`config.mk`:
```
export PLATFORM = sky130hd
export DESIGN_NAME = spawn_ctrl
export DESIGN_NICKNAME = d
export VERILOG_FILES = /design/src/rtl/spawn_pkg.sv /design/src/rtl/spawn_mod_reduce.sv /design/src/rtl/spawn_ctrl.sv
export SDC_FILE = /design/constraint.sdc
export NUM_CORES = 1
export LEC_CHECK = 0
export ABC_AREA = 1
export BUFFER_PORTS_ARGS = -buffer_cell sky130_fd_sc_hd__buf_2
export CAP_MARGIN = 20
export CORE_MARGIN = 1
export CORE_UTILIZATION = 30
export DETAILED_ROUTE_END_ITERATION = 8
export PLACE_DENSITY = 0.5
export SYNTH_ARGS = -nofsm -noshare
export SYNTH_HDL_FRONTEND = slang
export SYNTH_SLANG_ARGS = --single-unit
```
`constraint.sdc`:
```
create_clock -name clk -period 3.95 [get_ports clk]
set_clock_uncertainty 0.15 [all_clocks]
set_input_delay 0.1975 -clock clk [delete_from_list [all_inputs] [get_ports clk]]
set_output_delay 0.1975 -clock clk [all_outputs]
set_load 0.01 [all_outputs]
```
`src/rtl/spawn_pkg.sv`:
```
// Shared types and width helpers for the spawn controller and its modulo units.
package spawn_pkg;

  typedef enum logic [1:0] {
    ST_IDLE   = 2'd0,
    ST_REDUCE = 2'd1,
    ST_OFFER  = 2'd2
  } state_e;

  localparam int DROP_W = 8;
  localparam int RAND_W = 8;

  // Index/coordinate width for n values, never narrower than one bit.
  function automatic int clog2_min1(input int n);
    return (n <= 2) ? 1 : $clog2(n);
  endfunction

endpackage

```
`src/rtl/spawn_mod_reduce.sv`:
```
// Iterative subtract-modulo unit: loads a value on start, then subtracts LIMIT
// once per cycle until the remainder is below LIMIT.
module spawn_mod_reduce
  import spawn_pkg::*;
#(
  parameter int LIMIT = 20,
  parameter int OW    = 5
) (
  input  logic              clk,
  input  logic              rst,
  input  logic              start,
  input  logic [RAND_W-1:0] value,
  output logic              done,
  output logic [OW-1:0]     result
);

  localparam logic [RAND_W-1:0] LIM = RAND_W'(LIMIT);

  logic [RAND_W-1:0] rem_q;
  logic [RAND_W-1:0] rem_d;

  // Next remainder: load, subtract one step, or hold once in range.
  always_comb begin
    rem_d = rem_q;
    if (start) begin
      rem_d = value;
    end else if (rem_q >= LIM) begin
      rem_d = rem_q - LIM;
    end else begin
      rem_d = rem_q;
    end
  end

  // Remainder register.
  always_ff @(posedge clk) begin
    if (rst) begin
      rem_q <= '0;
    end else begin
      rem_q <= rem_d;
    end
  end

  assign done   = (rem_q < LIM);
  assign result = rem_q[OW-1:0];

endmodule

```
`src/rtl/spawn_ctrl.sv`:
```
// Spawn controller: periodic timer, random coordinate reduction, lowest-free
// slot reservation and a valid/ready spawn offer with slot tracking.
module spawn_ctrl
  import spawn_pkg::*;
#(
  parameter int N_SLOTS  = 6,
  parameter int X_CELLS  = 20,
  parameter int Y_CELLS  = 15,
  parameter int INTERVAL = 60
) (
  input  logic                              clk,
  input  logic                              rst,
  input  logic                              enable,
  input  logic                              tick,
  input  logic [RAND_W-1:0]                 rand_x,
  input  logic [RAND_W-1:0]                 rand_y,
  input  logic                              kill_valid,
  input  logic [clog2_min1(N_SLOTS)-1:0]    kill_idx,
  output logic                              spawn_valid,
  input  logic                              spawn_ready,
  output logic [clog2_min1(N_SLOTS)-1:0]    spawn_idx,
  output logic [clog2_min1(X_CELLS)-1:0]    spawn_x,
  output logic [clog2_min1(Y_CELLS)-1:0]    spawn_y,
  output logic [N_SLOTS-1:0]                active_mask,
  output logic [DROP_W-1:0]                 drop_cnt
);

  localparam int IW = clog2_min1(N_SLOTS);
  localparam int XW = clog2_min1(X_CELLS);
  localparam int YW = clog2_min1(Y_CELLS);
  localparam int CW = clog2_min1(INTERVAL);
  localparam logic [CW-1:0] CNT_RELOAD = CW'(INTERVAL - 1);

  state_e             state_q, state_d;
  logic [CW-1:0]      cnt_q, cnt_d;
  logic               spawn_valid_q, spawn_valid_d;
  logic [IW-1:0]      spawn_idx_q, spawn_idx_d;
  logic [N_SLOTS-1:0] active_mask_q, active_mask_d;
  logic [DROP_W-1:0]  drop_cnt_q, drop_cnt_d;

  logic               expire;
  logic               free_found;
  logic [IW-1:0]      free_idx;
  logic               start_req;
  logic               accept;
  logic               drop;
  logic               kill_in_range;
  logic               x_done, y_done;
  logic [N_SLOTS-1:0] kill_vec, set_vec;

  // Interval timer: counts enabled ticks and pulses expire on the reload tick.
  always_comb begin
    cnt_d  = cnt_q;
    expire = 1'b0;
    if (tick && enable) begin
      if (cnt_q == '0) begin
        cnt_d  = CNT_RELOAD;
        expire = 1'b1;
      end else begin
        cnt_d  = cnt_q - CW'(1);
      end
    end else begin
      cnt_d = cnt_q;
    end
  end

  // Lowest free slot; scanning downward lets the lowest index win.
  always_comb begin
    free_found = 1'b0;
    free_idx   = '0;
    for (int i = N_SLOTS - 1; i >= 0; i--) begin
      free_found = free_found | ~active_mask_q[i];
      free_idx   = active_mask_q[i] ? free_idx : IW'(i);
    end
  end

  assign start_req     = (state_q == ST_IDLE) && expire && free_found;
  assign accept        = (state_q == ST_OFFER) && spawn_ready;
  assign drop          = expire && ((state_q != ST_IDLE) || !free_found);
  assign kill_in_range = ({1'b0, kill_idx} < (IW + 1)'(N_SLOTS));

  spawn_mod_reduce #(.LIMIT(X_CELLS), .OW(XW)) u_red_x (
    .clk    (clk),
    .rst    (rst),
    .start  (start_req),
    .value  (rand_x),
    .done   (x_done),
    .result (spawn_x)
  );

  spawn_mod_reduce #(.LIMIT(Y_CELLS), .OW(YW)) u_red_y (
    .clk    (clk),
    .rst    (rst),
    .start  (start_req),
    .value  (rand_y),
    .done   (y_done),
    .result (spawn_y)
  );

  // FSM state register.
  always_ff @(posedge clk) begin
    if (rst) begin
      state_q <= ST_IDLE;
    end else begin
      state_q <= state_d;
    end
  end

  // FSM next-state logic; REDUCE waits until both coordinates are in range.
  always_comb begin
    state_d = state_q;
    case (state_q)
      ST_IDLE:   state_d = start_req ? ST_REDUCE : ST_IDLE;
      ST_REDUCE: state_d = (x_done && y_done) ? ST_OFFER : ST_REDUCE;
      ST_OFFER:  state_d = spawn_ready ? ST_IDLE : ST_OFFER;
      default:   state_d = ST_IDLE;
    endcase
  end

  // FSM outputs and slot bookkeeping; an accept overrides a same-slot kill.
  always_comb begin
    spawn_valid_d = (state_d == ST_OFFER);
    spawn_idx_d   = start_req ? free_idx : spawn_idx_q;
    if (drop && (drop_cnt_q != '1)) begin
      drop_cnt_d = drop_cnt_q + DROP_W'(1);
    end else begin
      drop_cnt_d = drop_cnt_q;
    end
    kill_vec = '0;
    set_vec  = '0;
    for (int i = 0; i < N_SLOTS; i++) begin
      kill_vec[i] = kill_valid && kill_in_range && (kill_idx == IW'(i));
      set_vec[i]  = accept && (spawn_idx_q == IW'(i));
    end
    active_mask_d = set_vec | (active_mask_q & ~kill_vec);
  end

  // Datapath and output registers.
  always_ff @(posedge clk) begin
    if (rst) begin
      cnt_q         <= CNT_RELOAD;
      spawn_valid_q <= 1'b0;
      spawn_idx_q   <= '0;
      active_mask_q <= '0;
      drop_cnt_q    <= '0;
    end else begin
      cnt_q         <= cnt_d;
      spawn_valid_q <= spawn_valid_d;
      spawn_idx_q   <= spawn_idx_d;
      active_mask_q <= active_mask_d;
      drop_cnt_q    <= drop_cnt_d;
    end
  end

  assign spawn_valid = spawn_valid_q;
  assign spawn_idx   = spawn_idx_q;
  assign active_mask = active_mask_q;
  assign drop_cnt    = drop_cnt_q;

endmodule

```
# After elaboration in Yosys (flattened, before gate mapping)
# Cells that the tools add are included.
# op_classes
eq_ne	14
addsub	4
n_shift	0
n_mul	0
magnitude_cmp	5
div_mod_pow	0
reduce_logical	29
bitwise_logic	14
mux	17
# ops
operator	count
$mux 8	4
$logic_and 1x1->1	20
$mux 3	6
$eq 3x2->1 const B	4
$eq 3x3->1 const B	4
$add 8x1->8 const B	1
$ge 8x4->1 const B	1
$ge 8x5->1 const B	1
$lt 8x4->1 const B	1
$lt 8x5->1 const B	1
$ne 8x8->1 const B	1
$sub 8x4->8 const B	1
$sub 8x5->8 const B	1
$and 6x6->6	1
$eq 3x1->1 const B	2
$logic_not 3->1	2
$logic_not 6->1	1
$mux 6	1
$not 1->1	6
$not 6->6	1
$or 6x6->6	1
$pmux 2 s3	1
$reduce_bool 2->1	3
$sub 6x1->6 const B	1
9 further kinds	17
# word_totals
latch_bits	0
memories	0
romBits	0
ramBits	0
reg_bits	42
word_cells	91

# Depth between registers and ports, before layout
# Gate-level depths: netlist of the first run.
# depth
ltp_word	10
ltp_mapped	12

# By module
# Synthesis of the first run repeated with hierarchy kept, for this count alone.
# unflattened
hier_cells	360
area_unflattened_um2	2493.6
# modules_own_cells
mod	area_per_inst_um2	instances	cells_each	seq_area_each_um2
spawn_ctrl	1385.1	1	188	520.5
spawn_mod_reduce (u_red_x)	555.5	1	84	160.2
spawn_mod_reduce (u_red_y)	553.0	1	88	160.2

# Worst setup path after synthesis of the first run
# Ideal clock, no wire load.
# synth_timing
path_type	flip-flop to flip-flop
from	reg cnt_q[0]
to	reg u_red_x.rem_q[1]
n_path_buf	1
setup_slack_ns	2.392
t_arrival_ns	1.289
stages_incl_launch_ff	11
t_required_ns	3.681
path_cell_list	dfxtp_1 -> inv_1 -> ha_1 -> inv_1 -> nor2_4 -> nand3_2 -> nor2_4 -> nand2_2 -> buf_2 -> o21ai_0 -> a21oi_1
# synth_between
elab_chain_len	6
# synth_lines
item	line_no	text
start: declaration	spawn_ctrl.sv:35	logic [CW-1:0] cnt_q, cnt_d;
start signal: assignment	spawn_ctrl.sv:147	cnt_q <= cnt_d;
$logic_not 6->1 (*)	spawn_ctrl.sv:56	if (cnt_q == '0) begin
$mux 1 (*)	spawn_ctrl.sv:56	
$mux 1 (*)	spawn_ctrl.sv:55	if (tick && enable) begin
$logic_and 1x1->1 (*) (2 in a row)	spawn_ctrl.sv:77	assign start_req = (state_q == ST_IDLE) && expire && free_found;
$mux 8 / $reduce_bool 2->1 (equally long branches)	n/a	
end signal: assignment	spawn_mod_reduce.sv:39	rem_q <= rem_d;
end: declaration	spawn_mod_reduce.sv:19	logic [RAND_W-1:0] rem_q;
# Mark *: on every way between the ends. The rest lies on a longest branch, timed or not.
# A chain may end at the register's enable or synchronous reset.

# Final worst setup path of the first run
# layout_timing
from	reg cnt_q[0]
to	reg u_red_y.rem_q[4]
# layout_between
elab_chain_len	6
# layout_lines
item	line_no
$logic_not 6->1 (*)	spawn_ctrl.sv:56
$mux 1 (*)	spawn_ctrl.sv:56
$mux 1 (*)	spawn_ctrl.sv:55
$logic_and 1x1->1 (*) (2 in a row)	spawn_ctrl.sv:77
$mux 8 / $reduce_bool 2->1 (equally long branches)	n/a
end signal: assignment	spawn_mod_reduce.sv:39
end: declaration	spawn_mod_reduce.sv:19
# Marks and branches as above.

==> flow_summary_export.csv, run 1 <==
group,metric,value,unit
clock_network,clk_pin_slew,80,ps
yosys,synth_seq_cells,42,
finish,utilization,0.375,
setup_path,crit_chain,"inv_1, ha_1, inv_1, nor2_4, nand3_2, nor2_4, nand2_2, nand2_2, nand2_1, a21oi_2",
yosys,yosysUniqueCellTypes,31,
clock_network,post_cts_buffers,0,
worst_hold_path,holdCritPathClass,"in -> reg",
floorplan,initial_utilization,0.315,
route,via_per_inst,4.59,
yosys,synth.top_cell.area_share,0.364,
route,vias,2137,
floorplan,io-pin-count,52,
global_routing,first_global_vias,2007,
floorplan,fp.dieArea,8060,um2
yosys,yosysSeqAreaShare,0.364,
global_routing,globalRouteOverflowTotal,0,
setup_path,criticalPathCategory,"reg -> reg",
yosys,synthCells,321,
floorplan,rows,31,
sta,whs,8.06,ps
power_and_ir_drop,powerDensity,508,nW/um2
route,post-route-drc-count,0,
sta,hold_viol,0,
route,wl,5.24,mm
finish,diodes,0,
setup_path,ff2ff_path_depth,10,
setup_path,cp_data_required_time,4030,ps
yosys,synth_fp_nets,351,
sta,finalSetupTns,0,ps
place,dpl.hpwl,3.84,mm
setup_path,worstPathMaxFanout,31,
yosys,synth_top_cell_by_area,"dfxtp_1",
floorplan,core_area,7330,um2
setup_path,start_kind,"register",
setup_path,cpPeakStageDelay,350,ps
route,antenna_left,0,
power_and_ir_drop,total_power,1400,uW
clock_network,cts.path.max_buffers,2,
finish,syn_to_final_growth,19.0,%
status,outcome,"finished clean",
global_routing,antenna_found_initial,0,
finish,drive_gt1_frac,0.213,
setup_path,cpMaxStageDelayCell,"nand2_2",
route,wire_per_inst,11.2,um
yosys,ys_warn_count,0,
clock_network,cts_root_buf,"clkbuf_8",
route,first_pass_iters,4,
sta,worst_slew_pin_slew,659,ps
sta,timing.slew.headroom,0.557,
yosys,postSynthAreaPerCell,7.20,um2
sta,finalCritPeriodShare,0.495,
clock_network,cts_num_sinks,42,
global_routing,grt_pass1_wl,9.10,mm
yosys,synth_area_leaders,"dfxtp_1, nand2_1, a21oi_1, inv_1, nand3_1",
route,drt_iter0_markers,82,
run,cap_violations,0,
setup_path,worstPathArrival,2030,ps
power_and_ir_drop,ir_drop,0.000165,V
clock_network,clock_latency,290,ps
power_and_ir_drop,power_leakage,0.00127,uW
worst_hold_path,hold_depth,3,
floorplan,die_w,89.8,um
yosys,syn_area,2310,um2
global_routing,grt_max_degree,32,
sta,setup_viol,0,
sta,clock.fmax,0.511,GHz
finish,nNetsFinal,396,
clock_network,cts_buffers,5,
clock_network,cts_tree,"built",
setup_path,crit_path_end_kind,"register",
clock_network,cts.htree.levels,2,
place,port_buffers,51,
place,place.gp.congestion,0.771,
sta,rsz0062_at_grt,"false",
sta,slew_violations,0,
floorplan,dieHeight,89.8,um
global_routing,grt_usage,0.137,
sta,finalCriticalPeriod,1960,ps
[metal layers]
layer	global-route usage	vias up	share of wire
met3	0.0364	7	0.050
met1	0.168	954	0.49
li1	-	1136	-
met2	0.234	40	0.45
met4	0.0369	0	0.010
met5	0	-	0
[state kept, by name (all words and copies together) (netlist names)]
name,count
drop_cnt,8
u_red_x.rem_q,8
u_red_y.rem_q,8
active_mask,6
cnt_q,6
spawn_idx,3
state_q,2
spawn_valid,1
[Yosys cell counts, drive strengths merged]
cell type / n
nand2: 71
a21oi: 33
a21boi: 1
nand3b: 7
inv: 34
dfxtp: 42
o21ai: 23
clkbuf: 2
buf: 14
o21bai: 1
nand3: 24
nand4: 11
ha: 5
nor2: 36
nor3: 3
xor2: 9
o41ai: 1
xnor2: 4
[power by group]
part	internal [uW]	total [uW]	switching [uW]
Sequential	479	531	52.3
Clock	270	422	152
Combinational	183	445	262
[worst paths after layout]
path / start / to / slack (ps)
setup / recovery: cnt_q[0] / u_red_y.rem_q[4] / 1990
hold / removal: rand_x[6] / u_red_x.rem_q[6] / 8
setup reg to reg: cnt_q[0] / u_red_y.rem_q[4] / 1990
hold reg to reg: u_red_x.rem_q[1] / u_red_x.rem_q[1] / 330
[cells by family after synthesis]
group	count (synthesis)	synth area share
flops	42	0.364
fa+ha+maj	5	0.0271
xor+xnor	13	0.0493
buf+inv	50	0.104
compound gates	59	0.138
simple gates	152	0.318
[what timing repair did]
item                                   in CTS  in global routing
endpoints found under the hold margin       3                  0
gates resized for setup                     0                  0
hold buffers                                3                  0
[final cells by class]
cell class	count	area, um2
clock inverters	2	60.1
repair buffers	54	285
clock buffers	6	82.6
inverters	34	128
well taps	99	124
flip-flops and latches	42	841
multi-input cells	229	1230
fillers	803	4580
[cell usage in the layout, fill, tap and decap left out, types with 2 or more instances in the layout]
cell type	n
o21ai_0	15
dfxtp_1	42
a21oi_1	30
xnor2_1	4
nand3_1	22
buf_2	51
nor2_1	29
nand2_2	3
inv_1	33
nor2_2	3
bufinv_16	2
nor2_4	4
nor3_1	3
xor2_1	9
clkbuf_8	6
nand3b_1	7
nand2_1	67
a21oi_2	3
ha_1	5
nand4_1	10
dlygate4sd3_1	3
o21ai_1	7
[worst max-delay path, delay by kind of cell (launching register included)]
kind	cells	cell delay (ps)
simple gates	6	1010
fa+ha+maj	1	130
flops	1	320
compound gates	1	140
buf+inv	2	130
[stage by stage]
step	cell area (um2)	std cells	setup WS, ps
after floorplan	2310	321	2390
after global placement	2580	455	2060
after detailed placement	2580	455	1990
after CTS	2750	466	1980
after global routing	2750	466	1790
final	2750	466	1990
Power figures use the tool's default switching activity.
==> run 2, diff against run 1 <==
Settings changed: PLACE_DENSITY 0.5 to 0.52.
Clock period 3.95 ns to 1.7 ns, I/O delays scaled along.
==> flow_summary_export.csv, run 2 (synthesized netlist as in run 1, its figures left out) <==
group,metric,value,unit
setup_path,start_kind,"register",
clock_network,clk_pin_slew,80,ps
floorplan,dieHeight,89.8,um
clock_network,clock_latency,300,ps
place,dpl.hpwl,3.91,mm
power_and_ir_drop,clock_power_share,0.209,
floorplan,fp.dieArea,8060,um2
finish,drive_gt1_frac,0.291,
sta,slew_violations,0,
power_and_ir_drop,p_int,2030,uW
setup_path,worstPathArrival,1730,ps
power_and_ir_drop,ir_drop,0.000307,V
clock_network,cts_num_sinks,42,
power_and_ir_drop,switchingPower,1170,uW
global_routing,globalRouteOverflowTotal,0,
place,dp_cells,467,
route,drt_iter0_markers,103,
floorplan,rows,31,
sta,hold_viol,0,
run,cap_violations,0,
clock_network,cts_root_buf,"clkbuf_8",
route,vias,2265,
clock_network,cts.htree.levels,2,
floorplan,io-pin-count,52,
power_and_ir_drop,total_power,3200,uW
clock_network,cts_buffers,5,
finish,nNetsFinal,428,
setup_path,criticalPathCategory,"reg -> reg",
setup_path,cpPeakStageDelay,330,ps
global_routing,first_global_vias,2136,
route,first_pass_iters,4,
global_routing,grt_max_degree,24,
power_and_ir_drop,powerDensity,1020,nW/um2
global_routing,grt_usage,0.143,
power_and_ir_drop,comb_power_share,0.408,
finish,nFillCells,768,
sta,timing.slew.headroom,0.602,
setup_path,cpMaxStageDelayCell,"dfxtp_2",
sta,rsz0062_at_grt,"true",
finish,utilization,0.428,
floorplan,die_w,89.8,um
setup_path,crit_chain,"inv_2, ha_4, inv_4, nor2_4, nand3_2, nor2_4, nand2_4, buf_12, nand2_4, nand2_2, a21oi_2",
sta,setup_viol,0,
finish,most-common-layout-cells,"nand2_1, buf_2, dfxtp_1, inv_1, nor2_1",
sta,finalCriticalPeriod,1640,ps
route,wire_per_inst,11.5,um
setup_path,crit_path_end_kind,"register",
route,wl,5.70,mm
sta,finalCritPeriodShare,0.965,
setup_path,crit_buf_inv,3,
power_and_ir_drop,swShare,0.366,
floorplan,core_area,7330,um2
route,via_per_inst,4.55,
route,post-route-drc-count,0,
global_routing,grt_pass1_wl,9.48,mm
clock_network,cts.path.max_buffers,2,
finish,diodes,0,
setup_path,crit_family,"simple AND/OR/NAND/NOR gates",
setup_path,cp_data_required_time,1790,ps
finish,final_common_cell,"nand2_1",
global_routing,antenna_found_initial,0,
route,antenna_left,0,
finish,finish.cell_count_without_fillers,498,
place,port_buffers,51,
place,place.gp.congestion,0.810,
clock_network,cts_tree,"built",
setup_path,worstPathMaxFanout,6,
sta,clock.fmax,0.609,GHz
worst_hold_path,holdCritPathClass,"in -> reg",
finish,syn_to_final_growth,35.9,%
power_and_ir_drop,power_leakage,0.00143,uW
sta,worst_slew_pin_slew,597,ps
status,outcome,"finished clean",
power_and_ir_drop,p_seq_frac,0.382,
floorplan,initial_utilization,0.315,
[run 2: metrics by stage]
| step | instance area, um2 | TNS (ps) | worst slack (ps) | hold slack [ps] |
|---|---|---|---|---|
| 6_report | 3140 | 0 | 59.3 | 31.2 |
| 4_1_cts | 2980 | 0 | 17.7 | 26.7 |
| 2_1_floorplan | 2310 | 0 | 142 | 12.4 |
| 3_3_place_gp | 2710 | -7.32 | -7.32 | 179 |
| 3_5_place_dp | 2710 | 0 | 5.50 | 175 |
| 5_1_grt | 3140 | -591 | -47.0 | 53.2 |
[run 2: routing by layer]
metal  routed length (um)  vias up  GRT usage
met1                 2740     1014      0.175
met3                  190        8     0.0347
met4                   95        0     0.0505
met2                 2680       44      0.244
li1                     -     1199          -
met5                    0        -          0
[run 2: cell type report]
cell class / count / area (um2) / area share
timing repair buffer: 86 / 636 / 0.202
multi-input combinational: 229 / 1310 / 0.418
sequential: 42 / 846 / 0.269
inverter: 34 / 130 / 0.0414
clock inverter: 1 / 5.00 / 0.00159
clock buffer: 7 / 86.3 / 0.0275
tap: 99 / 124 / 0.0394
[run 2: power by group through the flow]
| stage | Sequential [uW] | Clock (uW) | Combinational [uW] |
|---|---|---|---|
| 2_1_floorplan | 1230 | 0 | 885 |
| 3_3_place_gp | 1230 | 0 | 1140 |
| 3_5_place_dp | 1240 | 0 | 1150 |
| 4_1_cts | 1210 | 696 | 1190 |
| 5_1_grt | 1240 | 731 | 1480 |
| 6_report | 1220 | 670 | 1310 |
[run 2: timing repair]
item,in CTS,in global routing
gates cloned,0,2
gates resized for setup,1,33
hold endpoints to repair,20,0
pin swaps,0,12
hold buffers,18,0
setup endpoints to repair,1,31
buffers inserted,0,3
[run 2: worst paths after layout]
check        slack (ps)              from          endpoint  cells past startpoint
max                  60          cnt_q[1]  u_red_y.rem_q[4]                     11
min                  30            enable          cnt_q[1]                      3
max reg2reg          60          cnt_q[1]  u_red_y.rem_q[4]                     11
min reg2reg         330  u_red_x.rem_q[1]  u_red_x.rem_q[1]                      2
[run 2: worst register-to-register path: stages (launching register included)]
cell and delay (ps):
dfxtp_2 330, inv_2 70, ha_4 140, inv_4 40
nor2_4 100, nand3_2 80, nor2_4 150, nand2_4 110
buf_12 160, nand2_4 60, nand2_2 70, a21oi_2 120
==> run 3, diff against run 2 <==
--- a/config.mk
+++ b/config.mk
@@ -13,3 +13,2 @@
 export DETAILED_ROUTE_END_ITERATION = 8
-export PLACE_DENSITY = 0.52
 export SYNTH_ARGS = -nofsm -noshare
==> constraint.sdc (replaced) <==
create_clock -name clk -period 1.7 [get_ports clk]
set_clock_uncertainty 0.15 [all_clocks]
set_input_delay 0.17 -clock clk [delete_from_list [all_inputs] [get_ports clk]]
set_output_delay 0.17 -clock clk [all_outputs]
set_load 0.01 [all_outputs]
==> flow_summary_export.csv, run 3 (synthesized netlist as in run 1, its figures left out) <==
group,metric,value,unit
clock_network,clock_latency,300,ps
sta,whs,1.23,ps
power_and_ir_drop,ir_drop,0.000364,V
sta,finalCriticalPeriod,1640,ps
route,first_pass_iters,4,
finish,utilization,0.418,
worst_hold_path,worstHoldStart,"rand_x[2]",
global_routing,antenna_found_initial,0,
floorplan,core_area,7330,um2
setup_path,crit_start,"cnt_q[1]",
finish,final_common_cell,"nand2_1",
floorplan,fp.dieArea,8060,um2
setup_path,crit_buf_inv,3,
finish,syn_to_final_growth,32.7,%
setup_path,r2r-start,"cnt_q[1]",
clock_network,cts.htree.levels,2,
worst_hold_path,holdCritPathClass,"in -> reg",
place,port_buffers,51,
sta,slew_violations,0,
finish,diodes,0,
sta,clock.fmax,0.611,GHz
sta,setup_viol,0,
sta,timing.slew.headroom,0.614,
power_and_ir_drop,powerDensity,1140,nW/um2
clock_network,cts.path.max_buffers,2,
route,drt_iter0_markers,53,
finish,nNetsFinal,419,
place,dpl.hpwl,3.93,mm
setup_path,crit_path_end_kind,"register",
clock_network,cts_buffers,5,
global_routing,grt_usage,0.136,
setup_path,criticalPathCategory,"reg -> reg",
setup_path,worstPathArrival,1680,ps
sta,finalCritPeriodShare,0.963,
finish,most-common-layout-cells,"nand2_1, buf_2, dfxtp_1, nor2_1",
place,place.gp.congestion,0.766,
route,wire_per_inst,11.3,um
setup_path,worstPathMaxFanout,6,
setup_path,cpMaxStageDelayCell,"dfxtp_2",
clock_network,clk_pin_slew,90,ps
sta,finalSetupTns,0,ps
floorplan,io-pin-count,52,
global_routing,first_global_vias,2023,
clock_network,cts_root_buf,"clkbuf_8",
floorplan,initial_utilization,0.315,
setup_path,cpPeakStageDelay,340,ps
sta,layout_setup_ws,62.8,ps
floorplan,die_w,89.8,um
global_routing,globalRouteOverflowTotal,0,
sta,worst_slew_pin_slew,579,ps
setup_path,start_kind,"register",
sta,hold_viol,0,
route,antenna_left,0,
route,via_per_inst,4.64,
route,vias,2270,
setup_path,crit_chain,"inv_2, ha_4, inv_2, nor2_4, nand3_2, nor2_4, nand2_4, buf_4, o21ai_1, a21oi_1",
setup_path,cp_data_required_time,1740,ps
floorplan,dieHeight,89.8,um
route,wl,5.55,mm
run,cap_violations,0,
clock_network,cts_num_sinks,42,
sta,rsz0062_at_grt,"true",
power_and_ir_drop,total_power,3480,uW
global_routing,grt_max_degree,24,
clock_network,cts_tree,"built",
status,outcome,"finished clean",
floorplan,rows,31,
setup_path,crit_family,"simple AND/OR/NAND/NOR gates",
finish,drive_gt1_frac,0.310,
route,post-route-drc-count,0,
power_and_ir_drop,power_leakage,0.00139,uW
place,pre_cts_ws,-19.1,ps
global_routing,grt_pass1_wl,9.02,mm
run 3: changes by cell type in the layout (fill, tap and decap cells not counted), sizes merged:
cell	previous run	this run
dlygate4sd3	18	8
buf	66	68
bufinv	0	2
clkbuf	9	7
clkinv	1	0
run 3: layout make-up:
class / count / area [um2]
clock buffers: 6 / 82.6
clock inverters: 2 / 60.1
fillers: 758 / 4260
inverters: 34 / 128
multi-input cells: 229 / 1310
flip-flops and latches: 42 / 847
well taps: 99 / 124
repair buffers: 77 / 517
run 3: where the power goes:
part / switching [uW] / leakage, uW / internal, uW
Combinational: 706 / 0.000981 / 559
Clock: 365 / 0.0000714 / 627
Sequential: 110 / 0.000342 / 1120
Total: 1180 / 0.00139 / 2300
run 3: layer usage:
layer / part of all wire / track usage / wire, um / up-vias
met4: 0.016 / 0.0478 / 90 / 0
li1: - / - / - / 1178
met2: 0.45 / 0.217 / 2500 / 61
met1: 0.48 / 0.179 / 2670 / 1020
met5: 0 / 0 / 0 / -
met3: 0.052 / 0.0321 / 289 / 11
run 3: per-stage QoR:
stage,instances,instance area [um2]
2_1_floorplan,321,2310
3_3_place_gp,468,2700
3_5_place_dp,468,2700
4_1_cts,484,2940
5_1_grt,489,3070
6_report,489,3070
run 3: path summary, 6_finish.rpt:
kind,depth (start not counted),slack (ps),end
worst max-delay path,10,60,spawn_idx[0]
worst min-delay path,3,1,u_red_x.rem_q[2]
worst max register to register,10,60,spawn_idx[0]
worst min register to register,2,340,cnt_q[5]
run 3: what timing repair did:
| item | 4_1_cts | 5_1_grt |
|---|---|---|
| setup buffers | 0 | 4 |
| pin swaps | 4 | 11 |
| resized for setup | 7 | 27 |
| hold buffers | 8 | 0 |
| endpoints found under the hold margin | 8 | 0 |
| cloned | 0 | 1 |
| endpoints found under the setup margin | 5 | 30 |
run 3: worst min-delay path, stage by stage:
cell	delay, ps
buf_2	80
o21ai_1	60
a21oi_1	100
